--- config.mk ---
export PLATFORM = sky130hd
export DESIGN_NAME = pipelined_adder_flat
export DESIGN_NICKNAME = d
export VERILOG_FILES = /design/src/rtl/adder_pkg.sv /design/src/rtl/pipelined_adder_if.sv /design/src/rtl/adder_stage.sv /design/src/rtl/pipelined_adder.sv /design/src/flat_wrapper.sv
export SDC_FILE = /design/constraint.sdc
export NUM_CORES = 1
export LEC_CHECK = 0
export ABC_AREA = 1
export BUFFER_PORTS_ARGS = -buffer_cell sky130_fd_sc_hd__buf_2
export CAP_MARGIN = 20
export CORE_MARGIN = 2
export CORE_UTILIZATION = 28
export DETAILED_ROUTE_END_ITERATION = 12
export GPL_TIMING_DRIVEN = 0
export MAX_ROUTING_LAYER = met4
export SETUP_SLACK_MARGIN = 0.05
export SYNTH_ARGS = -nofsm -noshare
export SYNTH_HDL_FRONTEND = slang
export SYNTH_SLANG_ARGS = --single-unit
export TNS_END_PERCENT = 30
--- constraint.sdc ---
create_clock -name clk -period 2.3 [get_ports clk]
set_input_delay 0.23 -clock clk [delete_from_list [all_inputs] [get_ports clk]]
set_output_delay 0.23 -clock clk [all_outputs]
set_load 0.01 [all_outputs]
--- src/rtl/adder_pkg.sv ---
// adder_pkg: chunk sizing and legality helpers shared by the pipelined adder
package adder_pkg;
    function automatic int chunk_width(input int width, input int stages);
        return width / stages;
    endfunction
    function automatic bit stages_divide(input int width, input int stages);
        return stages > 0 && width % stages == 0;
    endfunction
endpackage

--- src/rtl/pipelined_adder_if.sv ---
// pipelined_adder_if: operand/result valid-ready bundle; master drives operands and out_ready, slave returns sum
interface pipelined_adder_if #(parameter int WIDTH = 16);
    logic             in_valid;
    logic             in_ready;
    logic [WIDTH-1:0] a;
    logic [WIDTH-1:0] b;
    logic             cin;
    logic             out_valid;
    logic             out_ready;
    logic [WIDTH-1:0] s;
    logic             cout;
    modport master (output in_valid, a, b, cin, out_ready, input in_ready, out_valid, s, cout);
    modport slave (input in_valid, a, b, cin, out_ready, output in_ready, out_valid, s, cout);
endinterface

--- src/rtl/adder_stage.sv ---
// adder_stage: one registered CHUNK-bit ripple slice; ready comes from the parent's chain, up_* in, dn_* out
module adder_stage #(
    parameter int WIDTH = 16,
    parameter int CHUNK = 4,
    parameter int K     = 0
) (
    input  logic             clk,
    input  logic             rst_n,
    input  logic             ready,
    input  logic             up_valid,
    input  logic [WIDTH-1:0] up_a,
    input  logic [WIDTH-1:0] up_b,
    input  logic [WIDTH-1:0] up_sum,
    input  logic             up_carry,
    output logic             dn_valid,
    output logic [WIDTH-1:0] dn_a,
    output logic [WIDTH-1:0] dn_b,
    output logic [WIDTH-1:0] dn_sum,
    output logic             dn_carry
);
    logic             valid_q, valid_d, carry_q, carry_d, carry_n, load;
    logic [WIDTH-1:0] a_q, a_d, b_q, b_d, sum_q, sum_d, sum_n;
    logic [CHUNK-1:0] chunk_n;
    always_comb begin
        {carry_n, chunk_n} = {1'b0, up_a[K*CHUNK +: CHUNK]} + {1'b0, up_b[K*CHUNK +: CHUNK]} + {{CHUNK{1'b0}}, up_carry};
        sum_n = up_sum;
        sum_n[K*CHUNK +: CHUNK] = chunk_n;
        load = up_valid && ready;
        valid_d = ready ? up_valid : valid_q;
        a_d = load ? up_a : a_q;
        b_d = load ? up_b : b_q;
        sum_d = load ? sum_n : sum_q;
        carry_d = load ? carry_n : carry_q;
    end
    always_ff @(posedge clk or negedge rst_n) begin
        if (!rst_n) begin
            valid_q <= 1'b0;
            carry_q <= 1'b0;
            a_q <= '0;
            b_q <= '0;
            sum_q <= '0;
        end else begin
            valid_q <= valid_d;
            carry_q <= carry_d;
            a_q <= a_d;
            b_q <= b_d;
            sum_q <= sum_d;
        end
    end
    assign dn_valid = valid_q;
    assign dn_a = a_q;
    assign dn_b = b_q;
    assign dn_sum = sum_q;
    assign dn_carry = carry_q;
endmodule

--- src/rtl/pipelined_adder.sv ---
// pipelined_adder: STAGES-deep chunked adder, s/cout = a+b+cin; clk, async rst_n, io carries the valid/ready bus
module pipelined_adder import adder_pkg::*; #(
    parameter int WIDTH  = 16,
    parameter int STAGES = 4
) (
    input logic clk,
    input logic rst_n,
    pipelined_adder_if.slave io
);
    localparam int CHUNK = chunk_width(WIDTH, STAGES);
    if (!stages_divide(WIDTH, STAGES)) begin : g_bad_stages
        $error("pipelined_adder: STAGES must divide WIDTH");
    end
    logic [STAGES:0]            vld, cy, rdy;
    logic [STAGES:0][WIDTH-1:0] a_w, b_w, sum_w;
    logic                       unused_operands;
    // Walk the chain from the output back so each stage sees whether the one ahead frees up this cycle.
    always_comb begin
        rdy[STAGES] = io.out_ready;
        for (int i = STAGES - 1; i >= 0; i--) rdy[i] = !vld[i+1] || rdy[i+1];
    end
    assign vld[0] = io.in_valid;
    assign a_w[0] = io.a;
    assign b_w[0] = io.b;
    assign sum_w[0] = '0;
    assign cy[0] = io.cin;
    for (genvar k = 0; k < STAGES; k++) begin : g_stage
        adder_stage #(.WIDTH(WIDTH), .CHUNK(CHUNK), .K(k)) u_stage (
            .clk(clk),
            .rst_n(rst_n),
            .ready(rdy[k]),
            .up_valid(vld[k]),
            .up_a(a_w[k]),
            .up_b(b_w[k]),
            .up_sum(sum_w[k]),
            .up_carry(cy[k]),
            .dn_valid(vld[k+1]),
            .dn_a(a_w[k+1]),
            .dn_b(b_w[k+1]),
            .dn_sum(sum_w[k+1]),
            .dn_carry(cy[k+1])
        );
    end
    // Operands leaving the last stage are fully consumed.
    assign unused_operands = ^{a_w[STAGES], b_w[STAGES]};
    assign io.in_ready = rdy[0];
    assign io.out_valid = vld[STAGES];
    assign io.s = sum_w[STAGES];
    assign io.cout = cy[STAGES];
endmodule

--- src/flat_wrapper.sv ---
// flat-port wrapper written by rule: the top's interface ports become plain ports
module pipelined_adder_flat import adder_pkg::*;
#(
    parameter int WIDTH  = 16,
    parameter int STAGES = 4
)
  (clk, rst_n, io_in_valid, io_a, io_b, io_cin, io_out_ready, io_in_ready, io_out_valid, io_s, io_cout);
  pipelined_adder_if #(.WIDTH(WIDTH)) io_i ();
  input logic clk;
  input logic rst_n;
  input wire logic [$bits(io_i.in_valid)-1:0] io_in_valid;
  input wire logic [$bits(io_i.a)-1:0] io_a;
  input wire logic [$bits(io_i.b)-1:0] io_b;
  input wire logic [$bits(io_i.cin)-1:0] io_cin;
  input wire logic [$bits(io_i.out_ready)-1:0] io_out_ready;
  output wire logic [$bits(io_i.in_ready)-1:0] io_in_ready;
  output wire logic [$bits(io_i.out_valid)-1:0] io_out_valid;
  output wire logic [$bits(io_i.s)-1:0] io_s;
  output wire logic [$bits(io_i.cout)-1:0] io_cout;
  assign io_i.in_valid = io_in_valid;
  assign io_i.a = io_a;
  assign io_i.b = io_b;
  assign io_i.cin = io_cin;
  assign io_i.out_ready = io_out_ready;
  assign io_in_ready = io_i.in_ready;
  assign io_out_valid = io_i.out_valid;
  assign io_s = io_i.s;
  assign io_cout = io_i.cout;
  pipelined_adder #(.WIDTH(WIDTH), .STAGES(STAGES)) u_core (.clk(clk), .rst_n(rst_n), .io(io_i));
endmodule
==> metrics.yaml, run 1 <==
outcome:
  status: "finished, final reports clean"
min_path:
  worst_hold_path_type: "in -> reg"
  min_from: "io_b[7]"
timing:
  fmax_mhz: 524
  rsz0062_at_grt: "false"
  worst_slack_ns: 0.392
  tightest_slew_ns: 0.493
  final_hold_viol_count: 0
  finalSetupViolCount: 0
  drv_slew: 0
  fin_setup_tns_ns: 0
  slew_headroom_pct: 67.1
  period_needed_ns: 1.91
  fin_crit_sh_pct: 83.0
  finalClockSkew_ns: 0.00736
route:
  viasPerCell: 4.32
  dr.pass1.iters: 4
  wl_um: 9060
  drt_iter0_markers: 182
  drc: 0
  vias: 3121
  wire_per_inst_um: 12.5
  ant_nets: 0
synth:
  synth_edf_count: 0
  synth_most_common_cell: "nand2_1"
  synth_area_sq_um: 4270
  synth_common_cells: "nand2_1 (188), dfrtp_1 (96), nand3_1 (38)"
  synthCells: 461
  yosysTopAreaCell: "dfrtp_1"
  async_flop_share_pct: 100
  synth-seq-cells: 96
  synth.avg_cell_area_sq_um: 9.26
  seq_area_frac_synth_pct: 56.3
  yosysWarnings: 0
  yosysTopAreaCellShare_pct: 56.3
  synth-main-ff-cell: "dfrtp_1"
  ys_top_cells_by_area: "dfrtp_1 (56%), nand2_1 (17%), nand3_1 (4.5%)"
  synth_fp_nets: 518
  yosys.cell_types.count: 25
global_routing:
  grt_pass1_wl_um: 15700
  grt.overflow.total: 0
  antenna_found_initial: 0
  grt_util_all_layers_pct: 12.5
  grt_pass1_vias: 3235
  grt_max_degree: 71
worst_setup_path:
  crit_fanout: 10
  worstSetupPathDepth: 5
  critical_path_required_ns: 2.07
  rr_endpoint: "u_core.g_stage[2].u_stage.dn_sum[10]$_DFFE_PN0P_"
  max_stage_delay_ns: 0.42
  cp-endpoint: "io_in_ready"
  worstPathCellList: "inv_1 > nor2_4 > nand4_2 > clkbuf_1 > buf_2"
  cp-start-kind: "flip-flop"
  path_buf_inv: 3
  critPathCaptureType: "primary output"
  reg2reg_from: "u_core.g_stage[1].u_stage.dn_carry$_DFFE_PN0P_"
  crit_type: "reg -> out"
  cp_top_family: "buffers and inverters"
  cp_slowest_cell: "clkbuf_1"
  r2r_setup_slack_ns: 0.57
  critPathArrivalTime_ns: 1.68
  r2r_cells: 7
  critPathLaunch: "u_core.g_stage[3].u_stage.dn_valid$_DFFE_PN0P_"
power:
  power_frac_clock_pct: 29.5
  p_int_uw: 3870
  p_seq_share_pct: 43.4
  p_sw_uw: 1840
  peakVddDrop_mv: 0.409
  switching_share_pct: 32.2
  cellPowerDensity_nw_per_um2: 1110
  power_frac_comb_pct: 27.1
  p_leak_uw: 0.00271
clocking:
  clk_pin_slew_worst_paths_ns: 0.07
  clk_latency_ns: 0.34
  cts.sinks: 96
  h-tree-depth: 3
  ctsResizeCount: 0
  cts_hold_buf: 1
  cts_tree: "yes"
  post_cts_buffers: 0
  cts-buffers-inserted: 9
  cts-root-buf: "clkbuf_16"
  cts_buffer_depth: 2
placed_design:
  io_buffers: 55
  dp_hpwl_um: 6880
  place_congestion: 0.771
  place_ws_ns: 0.566
cells_and_area:
  diodes: 0
  nNetsFinal: 586
  final_core_util_pct: 34.3
  regArea_sq_um: 2400
  n_fill_cell: 1523
  layout-drive-gt1-share_pct: 19.3
  multi_input_area_sq_um: 1610
  syn_to_final_growth_pct: 20.8
die:
  rows: 45
  start_util_pct: 28.4
  die_h_um: 127
  core_area_sq_um: 15000
  die_w_um: 127
  die_area_sq_um: 16200
  ios: 56
run:
  cap_violations: 0
[worst min path at each step]
| stage | to | slack (ns) | cells past startpoint |
|---|---|---|---|
| after floorplan | u_core.g_stage[0].u_stage.dn_a[10]$_DFFE_PN0P_ | -0.07 | 0 |
| after global placement | u_core.g_stage[3].u_stage.dn_sum[0]$_DFFE_PN0P_ | 0.45 | 2 |
| after detailed placement | u_core.g_stage[3].u_stage.dn_sum[8]$_DFFE_PN0P_ | 0.17 | 1 |
| after CTS | u_core.g_stage[0].u_stage.dn_a[9]$_DFFE_PN0P_ | 0.10 | 3 |
| after global routing | u_core.g_stage[0].u_stage.dn_a[9]$_DFFE_PN0P_ | 0.12 | 3 |
| final | u_core.g_stage[0].u_stage.dn_b[7]$_DFFE_PN0P_ | 0.11 | 3 |
[cells in the final DEF (no fill, tap or decap), types with 2 or more instances in the layout]
cell type / instances
a21oi_1: 7
buf_1: 2
clkbuf_1: 6
buf_6: 4
nor2_1: 3
o21ai_2: 11
clkbuf_16: 9
xor2_1: 3
buf_2: 62
bufinv_16: 3
inv_2: 2
nand2_1: 188
nand4_2: 2
nand2_2: 2
dfrtp_1: 96
buf_4: 2
ha_1: 12
nand3b_1: 2
fa_1: 8
inv_1: 34
nand3_1: 38
o21ai_0: 21
nand4_1: 2
o21ai_1: 8
[per-layer routing]
| layer | track usage [%] | vias to the layer above | wire, um |
|---|---|---|---|
| met5 | - | - | 0 |
| li1 | - | 1595 | - |
| met4 | 4.91 | 0 | 154 |
| met3 | 2.35 | 12 | 281 |
| met2 | 19.1 | 54 | 4220 |
| met1 | 16.4 | 1460 | 4400 |
[power groups by stage]
stage                     clock network (uW)  logic (uW)  registers (uW)
after floorplan                            0         982            2500
after global placement                     0        1500            2490
after detailed placement                   0        1560            2510
after CTS                               1720        1580            2490
after global routing                    1790        1800            2550
final                                   1680        1550            2480
[flip-flops by register name, indices dropped and copies added (netlist names)]
register,count
u_core.g_stage.u_stage.dn_sum,40
u_core.g_stage.u_stage.dn_a,24
u_core.g_stage.u_stage.dn_b,24
u_core.g_stage.u_stage.dn_carry,4
u_core.g_stage.u_stage.dn_valid,4
[area by class of cell]
| type | count | share of cell area, % |
|---|---|---|
| buffer | 19 | 2.23 |
| sequential | 96 | 46.6 |
| clock buffer | 11 | 4.52 |
| timing repair buffer | 57 | 6.12 |
| inverter | 36 | 2.62 |
| clock inverter | 5 | 2.02 |
| multi-input combinational | 310 | 31.3 |
| tap | 188 | 4.56 |
[per-stage QoR]
| stage | std cells | total power (uW) | cell area, sq um | hold WS (ns) |
|---|---|---|---|---|
| 6_report | 722 | 5710 | 5150 | 0.114 |
| 5_1_grt | 722 | 6140 | 5150 | 0.117 |
| 4_1_cts | 722 | 5790 | 5150 | 0.103 |
| 3_5_place_dp | 705 | 4080 | 4810 | 0.171 |
| 3_3_place_gp | 704 | 3990 | 4780 | 0.455 |
| 2_1_floorplan | 461 | 3480 | 4270 | -0.0656 |
[tightest hold or removal path: cells and delay by family]
family	cells	cell delay, ns
buffers and inverters	1	0.08
and+or+nand+nor	2	0.12
[logic make-up after synthesis]
logic type                 Yosys count  synth area share (%)
buffers and inverters               55                  5.87
xor gates and xnor gates             3                 0.616
adders and majority gates           20                  7.27
AOI/OAI and AO/OA                   47                  6.48
DFF                                 96                  56.3
and+or+nand+nor                    240                  23.5
No activity file was read; power rests on OpenSTA's default activity.
==> run 2: changes to the inputs <==
==> constraint.sdc (replaced) <==
create_clock -name clk -period 1.9 [get_ports clk]
set_input_delay 0.19 -clock clk [delete_from_list [all_inputs] [get_ports clk]]
set_output_delay 0.19 -clock clk [all_outputs]
set_load 0.01 [all_outputs]
==> metrics.yaml, run 2 (synthesis gave the netlist of run 1 again) <==
cells_and_area:
  stdcell_area_sq_um: 5150  # about the same
  multi_input_area_sq_um: 1620  # +0.15%
  final_cell_mix: "nand2_1 (188), dfrtp_1 (96), buf_2 (62)"
  nNetsFinal: 585  # -0.17%
  n_fill_cell: 1522  # -0.066%
  regArea_sq_um: 2400  # unchanged
  final_core_util_pct: 34.3  # about the same
  syn_to_final_growth_pct: 20.8  # about the same
  diodes: 0  # unchanged
  final_common_cell: "nand2_1"
  largest_reg_flops: 40  # unchanged
  layout-drive-gt1-share_pct: 19.5  # +0.22 points
timing:
  period_needed_ns: 1.77
  slew_headroom_pct: 69.6  # +2.5 points
  fin_setup_tns_ns: 0  # unchanged
  fin_crit_sh_pct: 93.1
  drv_slew: 0  # unchanged
  fin_hold_ws_ns: 0.0761  # -0.0376 ns
  tightest_slew_ns: 0.456  # -0.0371 ns
  finalSetupViolCount: 0  # unchanged
  worst_slack_ns: 0.132  # -0.260 ns
  final_hold_viol_count: 0  # unchanged
  fmax_mhz: 565
  rsz0062_at_grt: "true"
  finalClockSkew_ns: 0.00559  # -0.00177 ns
route:
  dr.pass1.iters: 4  # unchanged
  drt_iter0_markers: 163  # -10%
  viasPerCell: 4.31  # -0.18%
  dr_wl_met3_um: 260  # -7.5%
  drc: 0  # unchanged
  vias: 3111  # -0.32%
  ant_nets: 0  # unchanged
  wl_met1_um: 4390  # -0.25%
  highest_layer: "met4"
  wire_per_inst_um: 12.5  # -0.43%
  wl_um: 9010  # -0.56%
  dr_wl_met2_um: 4210  # -0.45%
worst_setup_path:
  r2r_cells: 7  # unchanged
  reg2reg_from: "u_core.g_stage[1].u_stage.dn_carry$_DFFE_PN0P_"
  rr_endpoint: "u_core.g_stage[2].u_stage.dn_sum[10]$_DFFE_PN0P_"
  path_buf_inv: 2  # -1
  critical_path_required_ns: 1.71  # -0.36 ns
  worstSetupPathDepth: 4  # -1
  cp_slowest_cell: "dfrtp_1"
  critPathArrivalTime_ns: 1.58  # -0.10 ns
  crit_type: "reg -> out"
  r2r_setup_slack_ns: 0.23  # -0.34 ns
  worstPathCellList: "inv_1 > nor2_4 > nand4_2 > buf_2"
  critPathCaptureType: "primary output"
  cp-start-kind: "flip-flop"
  max_stage_delay_ns: 0.38  # -0.04 ns
  crit_fanout: 13  # +3
  cp_top_family: "simple AND/OR/NAND/NOR gates"
clocking:
  cts_buffer_depth: 2  # unchanged
  clk_pin_slew_worst_paths_ns: 0.06  # about the same
  cts-buffers-inserted: 9  # unchanged
  cts.sinks: 96  # unchanged
  h-tree-depth: 3  # unchanged
  post_cts_buffers: 0  # unchanged
  clk_latency_ns: 0.34  # about the same
  cts_tree: "yes"
  cts-root-buf: "clkbuf_16"
die:
  start_util_pct: 28.4  # unchanged
  core_area_sq_um: 15000  # unchanged
  die_w_um: 127  # unchanged
  die_area_sq_um: 16200  # unchanged
  die_h_um: 127  # unchanged
  rows: 45  # unchanged
  ios: 56  # unchanged
placed_design:
  dp_hpwl_um: 6880  # unchanged
  place_congestion: 0.771  # unchanged
  io_buffers: 55  # unchanged
  placed_area_sq_um: 4810  # unchanged
  place_ws_ns: 0.166  # -0.400 ns
global_routing:
  grt_util_all_layers_pct: 12.4  # -0.037 points
  grt_pass1_vias: 3225  # -0.31%
  grt.overflow.total: 0  # unchanged
  grt_pass1_wl_um: 15600  # -0.27%
  antenna_found_initial: 0  # unchanged
  grt_max_degree: 71  # unchanged
min_path:
  hold_depth: 3  # unchanged
  min_from: "io_a[9]"
  worst_hold_path_type: "in -> reg"
  min_to: "u_core.g_stage[0].u_stage.dn_a[9]$_DFFE_PN0P_"
power:
  p_leak_uw: 0.00271  # about the same
  cellPowerDensity_nw_per_um2: 1340  # +21%
  peakVddDrop_mv: 0.496  # +21%
run:
  cap_violations: 0  # unchanged
outcome:
  status: "finished, final reports clean"
[run 2: changes by cell type in the layout (fill, tap and decap cells not counted)]
cell and delta:
clkbuf_1 -1, fa_2 +1, fa_1 -1
[run 2: per-stage QoR]
step	total power [uW]	cells
after global routing	7430	721
final	6910	721
after CTS	7010	721
after global placement	4830	704
after detailed placement	4940	705
after floorplan	4220	461
[run 2: worst register-to-register path, cell delays in order (launching register included)]
cell	delay [ns]
dfrtp_1	0.40
fa_2	0.40
inv_1	0.08
fa_1	0.16
inv_1	0.04
or2_2	0.26
nand4_1	0.11
o21ai_0	0.09
[run 2: final cells by class]
type                            count  area share [%]
Buffer                             18            2.16
Clock inverter                      5            2.02
Tap cell                          188            4.57
Timing Repair Buffer               57            6.12
Inverter                           36            2.62
Clock buffer                       11            4.52
Multi-Input combinational cell    310            31.4
Sequential cell                    96            46.6
[run 2: worst max-delay path by stage]
stage                                                       end                                           start  slack [ns]
3_3_place_gp      u_core.g_stage[0].u_stage.dn_b[4]$_DFFE_PN0P_                                           rst_n       -0.23
2_1_floorplan  u_core.g_stage[2].u_stage.dn_sum[10]$_DFFE_PN0P_  u_core.g_stage[1].u_stage.dn_carry$_DFFE_PN0P_        0.31
3_5_place_dp   u_core.g_stage[2].u_stage.dn_sum[10]$_DFFE_PN0P_  u_core.g_stage[1].u_stage.dn_carry$_DFFE_PN0P_        0.17
5_1_grt                                             io_in_ready  u_core.g_stage[3].u_stage.dn_valid$_DFFE_PN0P_        0.03
4_1_cts                                             io_in_ready  u_core.g_stage[3].u_stage.dn_valid$_DFFE_PN0P_         0.1
6_report                                            io_in_ready  u_core.g_stage[3].u_stage.dn_valid$_DFFE_PN0P_        0.13
[run 2: where the power goes]
group	switching [uW]	total [uW]	leakage [uW]	internal [uW]
clock	745	2030	0.000164	1290
sequential	353	3010	0.00119	2650
combinational	1130	1870	0.00135	746
[run 2: what timing repair did]
action,CTS,global route
resized for setup,0,1
endpoints found under the setup margin,1,2
hold buffers,1,0
pin swaps,0,0
hold endpoints to repair,26,0
[run 2: layer usage]
layer | track usage (%) | vias up
met3 | 2.35 | 11
met2 | 19.0 | 49
met4 | 4.91 | 0
met5 | - | -
met1 | 16.4 | 1460
li1 | - | 1591
